$ cat config.mk
export PLATFORM = sky130hd
export DESIGN_NAME = parity_rr_sched
export DESIGN_NICKNAME = d
export VERILOG_FILES = /design/src/rtl/parity_rr_sched.sv
export SDC_FILE = /design/constraint.sdc
export NUM_CORES = 1
export LEC_CHECK = 0
export CAP_MARGIN = 20
export CORE_AREA = 5 5 80 82
export CTS_CLUSTER_SIZE = 24
export DETAILED_ROUTE_END_ITERATION = 7
export DIE_AREA = 0 0 85 87
export GPL_TIMING_DRIVEN = 0
export SYNTH_ARGS = -nofsm -noshare
export SYNTH_HDL_FRONTEND = slang
export SYNTH_SLANG_ARGS = --single-unit
$ cat constraint.sdc
create_clock -name clk -period 1.8 [get_ports clk]
set_input_delay 0.27 -clock clk [delete_from_list [all_inputs] [get_ports clk]]
set_output_delay 0.27 -clock clk [all_outputs]
set_load 0.05 [all_outputs]
$ cat src/rtl/parity_rr_sched.sv
// rtl/parity_rr_sched.sv - round-robin shared serial parity engine; optional PARITY_SCHED_STATS_EN adds response counters
module parity_rr_sched #(
  parameter int NUM_REQ = 4,
  parameter int DATA_W  = 8,
  parameter int ID_W    = (NUM_REQ > 1) ? $clog2(NUM_REQ) : 1
) (
  input  logic                      clk,
  input  logic                      rst,
  input  logic [NUM_REQ-1:0]        req_valid,
  input  logic [NUM_REQ*DATA_W-1:0] req_data,
  output logic [NUM_REQ-1:0]        req_ready,
  output logic                      rsp_valid,
  input  logic                      rsp_ready,
  output logic                      rsp_parity,
  output logic [ID_W-1:0]           rsp_id,
`ifdef PARITY_SCHED_STATS_EN
  output logic [15:0]               stat_count,
  output logic [15:0]               stat_odd,
`endif
  output logic                      busy
);

  localparam int CNT_W = (DATA_W > 1) ? $clog2(DATA_W) : 1;
  localparam logic [CNT_W-1:0] CNT_LAST = CNT_W'(DATA_W - 1);
  localparam logic [ID_W-1:0]  ID_LAST  = ID_W'(NUM_REQ - 1);

  typedef enum logic [1:0] {IDLE, CALC, RESP} state_t;

  state_t              state_q, state_d;
  logic [ID_W-1:0]     rr_ptr_q;
  logic [CNT_W-1:0]    cnt_q;
  logic                acc_q;
  logic [DATA_W-1:0]   shift_q;
  logic                rsp_valid_q;
  logic                rsp_parity_q;
  logic [ID_W-1:0]     rsp_id_q;

  logic [ID_W-1:0]     grant, grant_lo, grant_hi;
  logic                any_lo, any_hi;
  logic                accept;
  logic                rsp_fire;

  // Lowest valid index at or above rr_ptr wins; otherwise wrap to the lowest valid index.
  always_comb begin
    grant_lo = '0;
    grant_hi = '0;
    any_lo   = 1'b0;
    any_hi   = 1'b0;
    for (int i = NUM_REQ - 1; i >= 0; i--) begin
      if (req_valid[i]) begin
        grant_lo = ID_W'(i);
        any_lo   = 1'b1;
        if (ID_W'(i) >= rr_ptr_q) begin
          grant_hi = ID_W'(i);
          any_hi   = 1'b1;
        end
      end
    end
    grant = any_hi ? grant_hi : grant_lo;
  end

  always_ff @(posedge clk) begin
    if (rst) begin
      state_q <= IDLE;
    end else begin
      state_q <= state_d;
    end
  end

  always_comb begin
    state_d   = state_q;
    req_ready = '0;
    accept    = 1'b0;
    rsp_fire  = 1'b0;
    case (state_q)
      IDLE: begin
        if (any_lo) begin
          req_ready[grant] = 1'b1;
          accept           = 1'b1;
          state_d          = CALC;
        end
      end
      CALC: begin
        if (cnt_q == CNT_LAST) begin
          state_d = RESP;
        end
      end
      RESP: begin
        if (rsp_valid_q && rsp_ready) begin
          rsp_fire = 1'b1;
          state_d  = IDLE;
        end
      end
      default: state_d = IDLE;
    endcase
  end

  always_ff @(posedge clk) begin
    if (rst) begin
      rr_ptr_q     <= '0;
      cnt_q        <= '0;
      acc_q        <= 1'b0;
      shift_q      <= '0;
      rsp_valid_q  <= 1'b0;
      rsp_parity_q <= 1'b0;
      rsp_id_q     <= '0;
    end else begin
      case (state_q)
        IDLE: begin
          if (accept) begin
            shift_q  <= req_data[int'(grant)*DATA_W +: DATA_W];
            rsp_id_q <= grant;
            acc_q    <= 1'b0;
            cnt_q    <= '0;
            rr_ptr_q <= (grant == ID_LAST) ? '0 : grant + 1'b1;
          end
        end
        CALC: begin
          acc_q   <= acc_q ^ shift_q[0];
          shift_q <= shift_q >> 1;
          cnt_q   <= cnt_q + 1'b1;
          // Last bit folds straight into the result so the response appears on this edge.
          if (cnt_q == CNT_LAST) begin
            rsp_parity_q <= acc_q ^ shift_q[0];
            rsp_valid_q  <= 1'b1;
          end
        end
        RESP: begin
          if (rsp_fire) begin
            rsp_valid_q <= 1'b0;
          end
        end
        default: ;
      endcase
    end
  end

  assign rsp_valid  = rsp_valid_q;
  assign rsp_parity = rsp_parity_q;
  assign rsp_id     = rsp_id_q;
  assign busy       = (state_q != IDLE);

`ifdef PARITY_SCHED_STATS_EN
  logic [15:0] stat_count_q;
  logic [15:0] stat_odd_q;

  always_ff @(posedge clk) begin
    if (rst) begin
      stat_count_q <= '0;
      stat_odd_q   <= '0;
    end else if (rsp_fire) begin
      if (stat_count_q != 16'hFFFF) begin
        stat_count_q <= stat_count_q + 16'd1;
      end
      if (rsp_parity_q && (stat_odd_q != 16'hFFFF)) begin
        stat_odd_q <= stat_odd_q + 16'd1;
      end
    end
  end

  assign stat_count = stat_count_q;
  assign stat_odd   = stat_odd_q;
`endif

endmodule
# After elaboration in Yosys (flattened, before gate mapping)

Index checks and enable logic that the tools add are counted.

Output and inout port bits: 9
Input bits: 39
Register bits after elaboration: 20
Word-level logic and storage cells: 85

Shift operators: 1
Mux-type cells: 47
Reduce and logical (&&, ||, !) cells: 11
Eq/ne operators: 9
Bitwise gates (word level): 1
Magnitude comparators: 6
Add/subtract/negate cells: 2

Operator list:

| operator            | number |
|---|---|
| $mux 2              | 17 |
| $shiftx 32x6->8     | 1 |
| $mux 1              | 20 |
| $pmux 8 s2          | 1 |
| $ne 2x2->1 const B  | 5 |
| $mux 4              | 2 |
| $mux 8              | 1 |
| $pmux 2 s3          | 1 |
| $pmux 3 s2          | 1 |
| $reduce_and 2->1    | 3 |
| $reduce_and 3->1    | 2 |
| $reduce_bool 2->1   | 3 |
| $eq 2x2->1 const B  | 2 |
| $ge 1x2->1 const A  | 2 |
| $ge 2x2->1 const A  | 2 |
| $pmux 1 s2          | 2 |
| $add 3x1->3 const B | 1 |
| $eq 3x3->1 const B  | 1 |
| $lt 2x3->1 const B  | 1 |
| $mux 3              | 1 |
| $add 2x1->2 const B | 1 |
| $demux 1 s2         | 1 |
| $eq 2x1->1 const B  | 1 |
| $ge 2x1->1 const B  | 1 |
| other kinds (3)     | 4 |

# Depth between registers and ports, before layout

Gate-level depths: netlist (run 1).

Word-level depth: 16
Mapped depth: 8

# Least setup slack after synthesis (run 1)

No wires, ideal clock.

Path type: register to output
Start: register rr_ptr_q[0]
End: output req_ready[1]
Arrival time: 2.437 ns
Required time: 1.530 ns
Cell stages (with the launch flop): 7
Buffers on the path: 2
Setup slack: -0.907 ns
Path through: dfxtp_1 nor2b_4 or4_4 buf_6 nand2_8 buf_12 nor3b_1

Longest elaborated chain between the ends: 16

RTL lines:

| item                                                           | line | source |
|---|---|---|
| start, declared                                                | 30   | `logic [ID_W-1:0] rr_ptr_q;` |
| start signal, assigned                                         | 115  | `rr_ptr_q <= (grant == ID_LAST) ? '0 : grant + 1'b1;` |
| $ge 2x2->1                                                     | 53   | `if (ID_W'(i) >= rr_ptr_q) begin` |
| $mux 2 or $mux 1 (tied branches)                               | 53   |  |
| $mux 2 or $mux 1 (tied branches)                               | 50   | `if (req_valid[i]) begin` |
| $mux 2 or $mux 1 (tied branches)                               | 53   |  |
| $mux 2 or $mux 1 (tied branches)                               | 50   |  |
| $mux 2 or $mux 1 (tied branches)                               | 53   |  |
| $mux 2 or $mux 1 (tied branches)                               | 50   |  |
| $mux 2 or $mux 1 (tied branches)                               | 53   |  |
| $mux 2 or $mux 1 (tied branches)                               | 50   |  |
| $mux 2 (*)                                                     | 59   | `grant = any_hi ? grant_hi : grant_lo;` |
| $lt 2x3->1 (implied by the code) or $ge 2x1->1 (tied branches) | 78   | `req_ready[grant] = 1'b1;` |
| $logic_and 1x1->1 (implied by the code)                        | 78   |  |
| $mux 1 (implied by the code)                                   | 78   |  |
| $demux 1 s2 (*)                                                | 78   |  |
| $mux 4 (*)                                                     | 77   | `if (any_lo) begin` |
| $mux 4 (*)                                                     | 75   | `case (state_q)` |
| end, declared                                                  | 11   | `output logic [NUM_REQ-1:0] req_ready,` |

Every way passes the cells marked *; elsewhere a longest branch is shown, timed or not.

# Worst setup path in the final report (run 1)

Start: register rr_ptr_q[1]
End: output req_ready[3]

The elaborated chain is that of the path after synthesis.

==> qor.yml, run 1 <==
outcome: "complete, but fails checks"
failing_checks: "negative setup slack"
hold_class: "flip-flop to flip-flop"
hold_violations: 0
vias: 1426
postRouteAntennaNets: 0
r2r.worst_path.cells: 7
hold_buffers: 0
placement.setup.worst_slack_ns: -1.45
gpl.final_weighted_congestion: 0.742
grt_setup_unrepaired: "true"
drt_first_iter_violations: 45
synthesis.yosys.warnings: 0
cap_violations: 0
drcViolationCount: 0
final_wl_um: 4150
floorplan.die_area_sq_um: 7400
comb_power_share_pct: 46.9
floorplan.die.width_um: 85
syn-instance-count: 160
dp.cells: 281
clk-insertion-delay-late_ns: 0.26
port_buffers: 46
cts_sinks: 20
nets: 264
grt_start_max_net_pins: 12
worst_pin_slew_ns: 0.512
synth_register_bits: 20
net_count_synth: 202
async_reset_ff_share_pct: 0
cts.root.buffer_cell: "sky130_fd_sc_hd__clkbuf_8"
syn2layout_area_growth_pct: 64.1
timing.hold.worst.start: "rsp_id[0]$_SDFFE_PP0P_"
antenna_violations_before_repair: 0
layout_worst_path_cycle_share_pct: 117
final_worst_setup_slack_ns: -0.303
globalRouteTotalUtil_pct: 11.3
number_of_core_rows: 28
synth.cell_area_sq_um: 1360
power.share.sequential_pct: 32.1
setup_viol: 9
fin_cells: 296
power.switching_mw: 0.565
clock_share_of_power_pct: 21.0
cts-buffers-inserted: 3
power.share.switching_pct: 34.4
starting_density_of_the_core_pct: 24.0
finalCoreUtilization_pct: 39.4
cp_max_fanout: 4
timing_max_transition_violations_final: 0
worst-r2r-setup-slack_ns: -0.06
power_density_nw_per_um2: 734
yosysSeqAreaShare_pct: 29.4
synth_ff_type: "sky130_fd_sc_hd__dfxtp_1"
timing.critical_path.to_type: "output pin"
grt_pass1_vias: 1413
dieHeight_um: 87
globalRouteOverflowTotal: 0
avgViaCountPerCell: 4.82
core_area_sq_um: 5680
cts_tree: "built"
max_slew_margin_pct: 65.7
clock.fmax_mhz: 475
synthesis.area_per_instance_sq_um: 8.52
critical_path_arrival_ns: 1.83
vdd_ir_drop_max_mv: 0.359
clk_pin_slew_worst_paths_ns: 0.07
synthDistinctLibCells: 46
path_class: "flip-flop to output pin"
required_ns: 1.53
max-clock-path-buffers: 2
global_route_wire_length_before_repair_um: 6770
drive_gt1_share_pct: 26.7
htree_levels: 1
r2r_start: "rr_ptr_q[1]$_SDFFE_PP0P_"
drt-pass1-iter-count: 6
antenna-diode-count: 0
detailed_place_hpwl_um: 3020
fin_worst_skew_ns: 0.00635
r2r_end: "shift_q[2]$_SDFFE_PP0P_"
post_synth_edffs: 0
power_report.internal_total_mw: 1.08
cp_launch_type: "flip-flop"
total_leakage_power_nw: 0.843
routed_wire_length_per_instance_um: 14.0
worst_hold_path.endpoint: "rsp_id[0]$_SDFFE_PP0P_"
floorplan.io_pins: 48
period_minus_slack_ns: 2.10
num-fill-cells: 596
min_path_cells: 2
==> registers in the layout, summed over array words and instances (netlist names) <==
register / cells
shift_q: 8
cnt_q: 3
rr_ptr_q: 2
rsp_id: 2
state_q: 2
acc_q: 1
rsp_parity: 1
rsp_valid: 1
==> what timing repair did <==
item	CTS	global route
hold endpoints to repair	0	0
endpoints found under the setup margin	21	16
gates resized for setup	58	18
pin swaps	5	5
setup buffers	12	2
==> per-stage QoR <==
stage | total power [mW] | TNS, ns | hold WS (ns) | instance area (sq um)
after floorplan | 0.948 | -0.493 | 0.452 | 1400
after global placement | 1.14 | -13.22 | 0.445 | 1950
after detailed placement | 1.15 | -13.47 | 0.455 | 1950
after CTS | 1.60 | -1.39 | 0.466 | 2160
after global routing | 1.74 | -1.91 | 0.489 | 2240
final | 1.64 | -1.20 | 0.459 | 2240
==> cells in the mapped netlist (2+ instances only) <==
library cell	instances	area (sq um)
sky130_fd_sc_hd__a2111o_1	2	22.5
sky130_fd_sc_hd__nand3b_1	2	15.0
sky130_fd_sc_hd__buf_1	2	7.51
sky130_fd_sc_hd__nor2b_1	2	12.5
sky130_fd_sc_hd__or4_4	2	22.5
sky130_fd_sc_hd__mux2i_1	7	70.1
sky130_fd_sc_hd__ha_1	3	37.5
sky130_fd_sc_hd__nor2_1	11	41.3
sky130_fd_sc_hd__o21ai_0	8	40.0
sky130_fd_sc_hd__buf_2	2	10.0
sky130_fd_sc_hd__clkbuf_1	4	15.0
sky130_fd_sc_hd__nand3_1	10	50.1
sky130_fd_sc_hd__and3_1	6	37.5
sky130_fd_sc_hd__a22oi_1	2	15.0
sky130_fd_sc_hd__o32ai_1	2	17.5
sky130_fd_sc_hd__nand2b_1	6	37.5
sky130_fd_sc_hd__nand2_1	20	75.1
sky130_fd_sc_hd__nor4_2	2	25.0
sky130_fd_sc_hd__dfxtp_1	20	400
sky130_fd_sc_hd__a311o_1	5	50.1
sky130_fd_sc_hd__o32ai_2	3	48.8
sky130_fd_sc_hd__nor3b_1	2	15.0
sky130_fd_sc_hd__a21oi_1	14	70.1
==> cells in the final DEF (no fill, tap or decap), drive strengths merged, types with 3 or more instances in the layout <==
cell type,count
clkdlybuf4s50,37
nand2,22
buf,22
dfxtp,20
a21oi,14
nor2,12
nand3,10
o21ai,9
clkbuf,8
mux2i,7
nand2b,6
and3,6
a311o,5
o32ai,5
nor2b,3
ha,3
clkdlybuf4s15,3
==> power groups by stage <==
stage / Sequential [mW] / Clock [mW] / Combinational, mW
2_1_floorplan: 0.548 / 0 / 0.400
3_3_place_gp: 0.542 / 0 / 0.602
3_5_place_dp: 0.542 / 0 / 0.607
4_1_cts: 0.527 / 0.351 / 0.721
5_1_grt: 0.534 / 0.376 / 0.826
6_report: 0.528 / 0.346 / 0.770
==> worst max-delay path, cell delays in order, from the launching register on <==
cell and delay (ns):
sky130_fd_sc_hd__dfxtp_4 0.35, sky130_fd_sc_hd__or4_4 0.58, sky130_fd_sc_hd__nand2_8 0.10, sky130_fd_sc_hd__buf_12 0.11
sky130_fd_sc_hd__ha_4 0.12, sky130_fd_sc_hd__and3_4 0.17, sky130_fd_sc_hd__buf_8 0.14
==> cells by family (layout without fill, tap and decap cells) <==
group,Yosys count,count (layout),synth area share [%]
compound gates,43,43,23.5
xor+xnor,1,1,0.642
fa+ha+maj,3,3,2.75
buf+inv,11,72,4.95
flops,20,20,29.4
mux,8,8,5.96
simple gates,74,74,32.8
==> worst max-delay path by stage <==
| stage | from | slack (ns) | to | cells after the start |
|---|---|---|---|---|
| global placement | req_valid[0] | -1.46 | req_ready[2] | 7 |
| finish | rr_ptr_q[1]$_SDFFE_PP0P_ | -0.30 | req_ready[3] | 6 |
| CTS | rr_ptr_q[1]$_SDFFE_PP0P_ | -0.30 | req_ready[3] | 6 |
| detailed placement | req_valid[0] | -1.45 | req_ready[2] | 7 |
| floorplan | req_valid[0] | -0.21 | req_ready[1] | 6 |
| global route | req_valid[0] | -0.36 | req_ready[3] | 8 |
==> per-layer routing <==
layer	vias up	wire length, um	global-route usage, %
met5	-	0	0
met4	0	110	4.60
met3	8	200	2.46
met2	35	1980	19.1
met1	662	1850	13.8
li1	721	-	-
==> cell type report <==
| type | instances | area [sq um] | share of cell area (%) |
|---|---|---|---|
| Sequential cell | 20 | 408 | 18.2 |
| Tap cell | 75 | 93.8 | 4.19 |
| Timing Repair Buffer | 58 | 572 | 25.5 |
| Clock buffer | 4 | 55.1 | 2.46 |
| Multi-Input combinational cell | 129 | 1050 | 46.8 |
| Inverter | 1 | 3.75 | 0.168 |
| Buffer | 9 | 58.8 | 2.63 |
Note: power is estimated with default switching activity, not from simulation.
==> inputs of run 2 (changes only) <==
- CELL_PAD_IN_SITES_DETAIL_PLACEMENT: not set -> 0
- CELL_PAD_IN_SITES_GLOBAL_PLACEMENT: not set -> 1
- PLACE_DENSITY_LB_ADDON: not set -> 0.1
==> qor.yml, run 2 (synthesis results as in run 1) <==
hold_buffers: 0  # unchanged
grt_setup_unrepaired: "true"
r2r.worst_path.cells: 9  # +2
r2r_end: "shift_q[2]$_SDFFE_PP0P_"
final_wl_um: 4640  # +12%
num-fill-cells: 588  # -1.3%
port_buffers: 46  # unchanged
number_of_core_rows: 28  # unchanged
routed_wire_length_per_instance_um: 15.1  # +8.0%
power_density_nw_per_um2: 716  # -2.5%
cp_max_fanout: 4  # unchanged
antenna-diode-count: 0  # unchanged
seqCellArea_sq_um: 408  # unchanged
cts_tree: "built"
grt_start_max_net_pins: 11  # -1
clk-insertion-delay-late_ns: 0.25  # about the same
final_worst_setup_slack_ns: -0.349  # -0.0457 ns
cts.root.buffer_cell: "sky130_fd_sc_hd__clkbuf_8"
clk_pin_slew_worst_paths_ns: 0.07  # about the same
vdd_ir_drop_max_mv: 0.221  # -39%
layout.cells.most_common: "sky130_fd_sc_hd__clkdlybuf4s50_1"
dieHeight_um: 87  # unchanged
hold_violations: 0  # unchanged
comb_power_share_pct: 50.1  # +3.2 points
fin_total_pwr_mw: 1.66  # +0.79%
power.switching_mw: 0.576  # +1.9%
worst_pin_slew_ns: 0.572  # +0.0594 ns
max-clock-path-buffers: 2  # unchanged
grt_pass1_vias: 1547  # +9.5%
detailed_place_hpwl_um: 3390  # +12%
floorplan.die_area_sq_um: 7400  # unchanged
largest_register_by_flop_count: "shift_q"
cts_sinks: 20  # unchanged
total_leakage_power_nw: 0.894  # +6.1%
antenna_violations_before_repair: 0  # unchanged
drt_first_iter_violations: 67  # +49%
cap_violations: 0  # unchanged
dp.cells: 281  # unchanged
outcome: "complete, but fails checks"
fin_worst_skew_ns: 0.00218  # -0.00417 ns
syn2layout_area_growth_pct: 69.7
worst-r2r-setup-slack_ns: -0.18  # -0.12 ns
most-common-layout-cells: "sky130_fd_sc_hd__clkdlybuf4s50_1, sky130_fd_sc_hd__nand2_1, sky130_fd_sc_hd__buf_4"
max_slew_margin_pct: 61.6  # -4.2 points
nets: 276  # +4.5%
endpoint: "req_ready[3]"
globalRouteTotalUtil_pct: 12.5  # +1.2 points
r2r_start: "rr_ptr_q[0]$_SDFFE_PP0P_"
cts-buffers-inserted: 3  # unchanged
power.share.sequential_pct: 32.3  # +0.2 points
clock_share_of_power_pct: 17.6  # -3.4 points
cp-startpoint: "rr_ptr_q[0]$_SDFFE_PP0P_"
setup_viol: 12  # +3
final_cell_area_sq_um: 2310  # +3.4%
vias: 1510  # +5.9%
globalRouteOverflowTotal: 0  # unchanged
fin_cells: 307  # +3.7%
cp_launch_type: "flip-flop"
hold_class: "flip-flop to flip-flop"
multiInputGateArea_sq_um: 1030  # -2.0%
postRouteAntennaNets: 0  # unchanged
failing_checks: "negative setup slack"
layout_top_registers: "shift_q: 8 flops, cnt_q: 3 flops"
htree_levels: 1  # unchanged
drcViolationCount: 0  # unchanged
drt-pass1-iter-count: 6  # unchanged
placement.cell_area_sq_um: 1950  # unchanged
timing.critical_path.to_type: "output pin"
timing_max_transition_violations_final: 0  # unchanged
global_route_wire_length_before_repair_um: 7400  # +9.3%
floorplan.die.width_um: 85  # unchanged
floorplan.io_pins: 48  # unchanged
avgViaCountPerCell: 4.92  # +2.1%
core_area_sq_um: 5680  # unchanged
hold_ws_ns: 0.470  # +0.0103 ns
path_class: "flip-flop to output pin"
timing.hold.worst.start: "rsp_id[0]$_SDFFE_PP0P_"
layout_worst_path_cycle_share_pct: 119  # +2.5 points
power.share.switching_pct: 34.8  # +0.40 points
starting_density_of_the_core_pct: 24.0  # unchanged
largest_register_ffs: 8  # unchanged
period_minus_slack_ns: 2.15  # +0.0457 ns
gpl.final_weighted_congestion: 0.714  # -3.9%
clock.fmax_mhz: 465  # -2.1%
power_report.internal_total_mw: 1.08  # +0.18%
critical_path_arrival_ns: 1.88  # +0.05 ns
drive_gt1_share_pct: 28.0  # +1.3 points
required_ns: 1.53  # about the same
==> run 2: changes by cell type in the layout (fill, tap and decap cells not counted), sizes merged <==
cell / change
dlygate4sd2: +2
buf: +11
clkdlybuf4s15: -2
==> run 2: layer usage <==
layer	track usage (%)	part of all wire, %
met1	15.2	43
met2	23.0	52
met3	1.42	4.2
met4	3.88	0.88
met5	0	0
==> run 2: worst min path at each step <==
stage                              to  slack (ns)  cells after the start
2_1_floorplan   cnt_q[1]$_SDFFE_PP0P_        0.45                      2
3_3_place_gp   rsp_id[0]$_SDFFE_PP0P_        0.45                      2
3_5_place_dp   rsp_id[0]$_SDFFE_PP0P_        0.47                      2
4_1_cts        rsp_id[0]$_SDFFE_PP0P_        0.48                      2
5_1_grt        rsp_id[0]$_SDFFE_PP0P_        0.51                      2
6_report       rsp_id[0]$_SDFFE_PP0P_        0.47                      2
==> run 2: final cells by class <==
class,instances,share of cell area [%]
Multi-Input combinational cell,129,44.3
Timing Repair Buffer,70,28.8
Sequential cell,20,17.6
Tap cell,75,4.05
Buffer,9,3.24
Clock buffer,3,1.78
Inverter,1,0.162
==> run 2: timing repair <==
item	in CTS	in global routing
endpoints found under the hold margin	0	0
pin swaps	5	5
gates resized for setup	52	22
buffers inserted	11	14
endpoints found under the setup margin	22	18
==> run 2: stage by stage <==
step	setup slack (ns)	utilization, %	TNS (ns)
finish	-0.349	40.8	-2.11
detailed placement	-1.45	34.3	-13.87
floorplan	-0.208	-	-0.493
CTS	-0.379	38.1	-2.24
global placement	-1.42	34.3	-13.07
global route	-0.384	40.8	-2.85
==> run 2: critical path: stages, from the launching register on <==
cell,delay (ns)
sky130_fd_sc_hd__dfxtp_4,0.38
sky130_fd_sc_hd__nor2b_4,0.05
sky130_fd_sc_hd__or4_4,0.56
sky130_fd_sc_hd__nand2_8,0.10
sky130_fd_sc_hd__buf_12,0.11
sky130_fd_sc_hd__ha_4,0.12
sky130_fd_sc_hd__and3_4,0.17
sky130_fd_sc_hd__buf_8,0.14
==> run 2: power by group through the flow <==
stage | clock (mW) | combinational [mW] | sequential, mW
2_1_floorplan | 0 | 0.400 | 0.548
3_3_place_gp | 0 | 0.612 | 0.541
3_5_place_dp | 0 | 0.619 | 0.544
4_1_cts | 0.304 | 0.741 | 0.534
5_1_grt | 0.322 | 0.897 | 0.540
6_report | 0.291 | 0.831 | 0.535
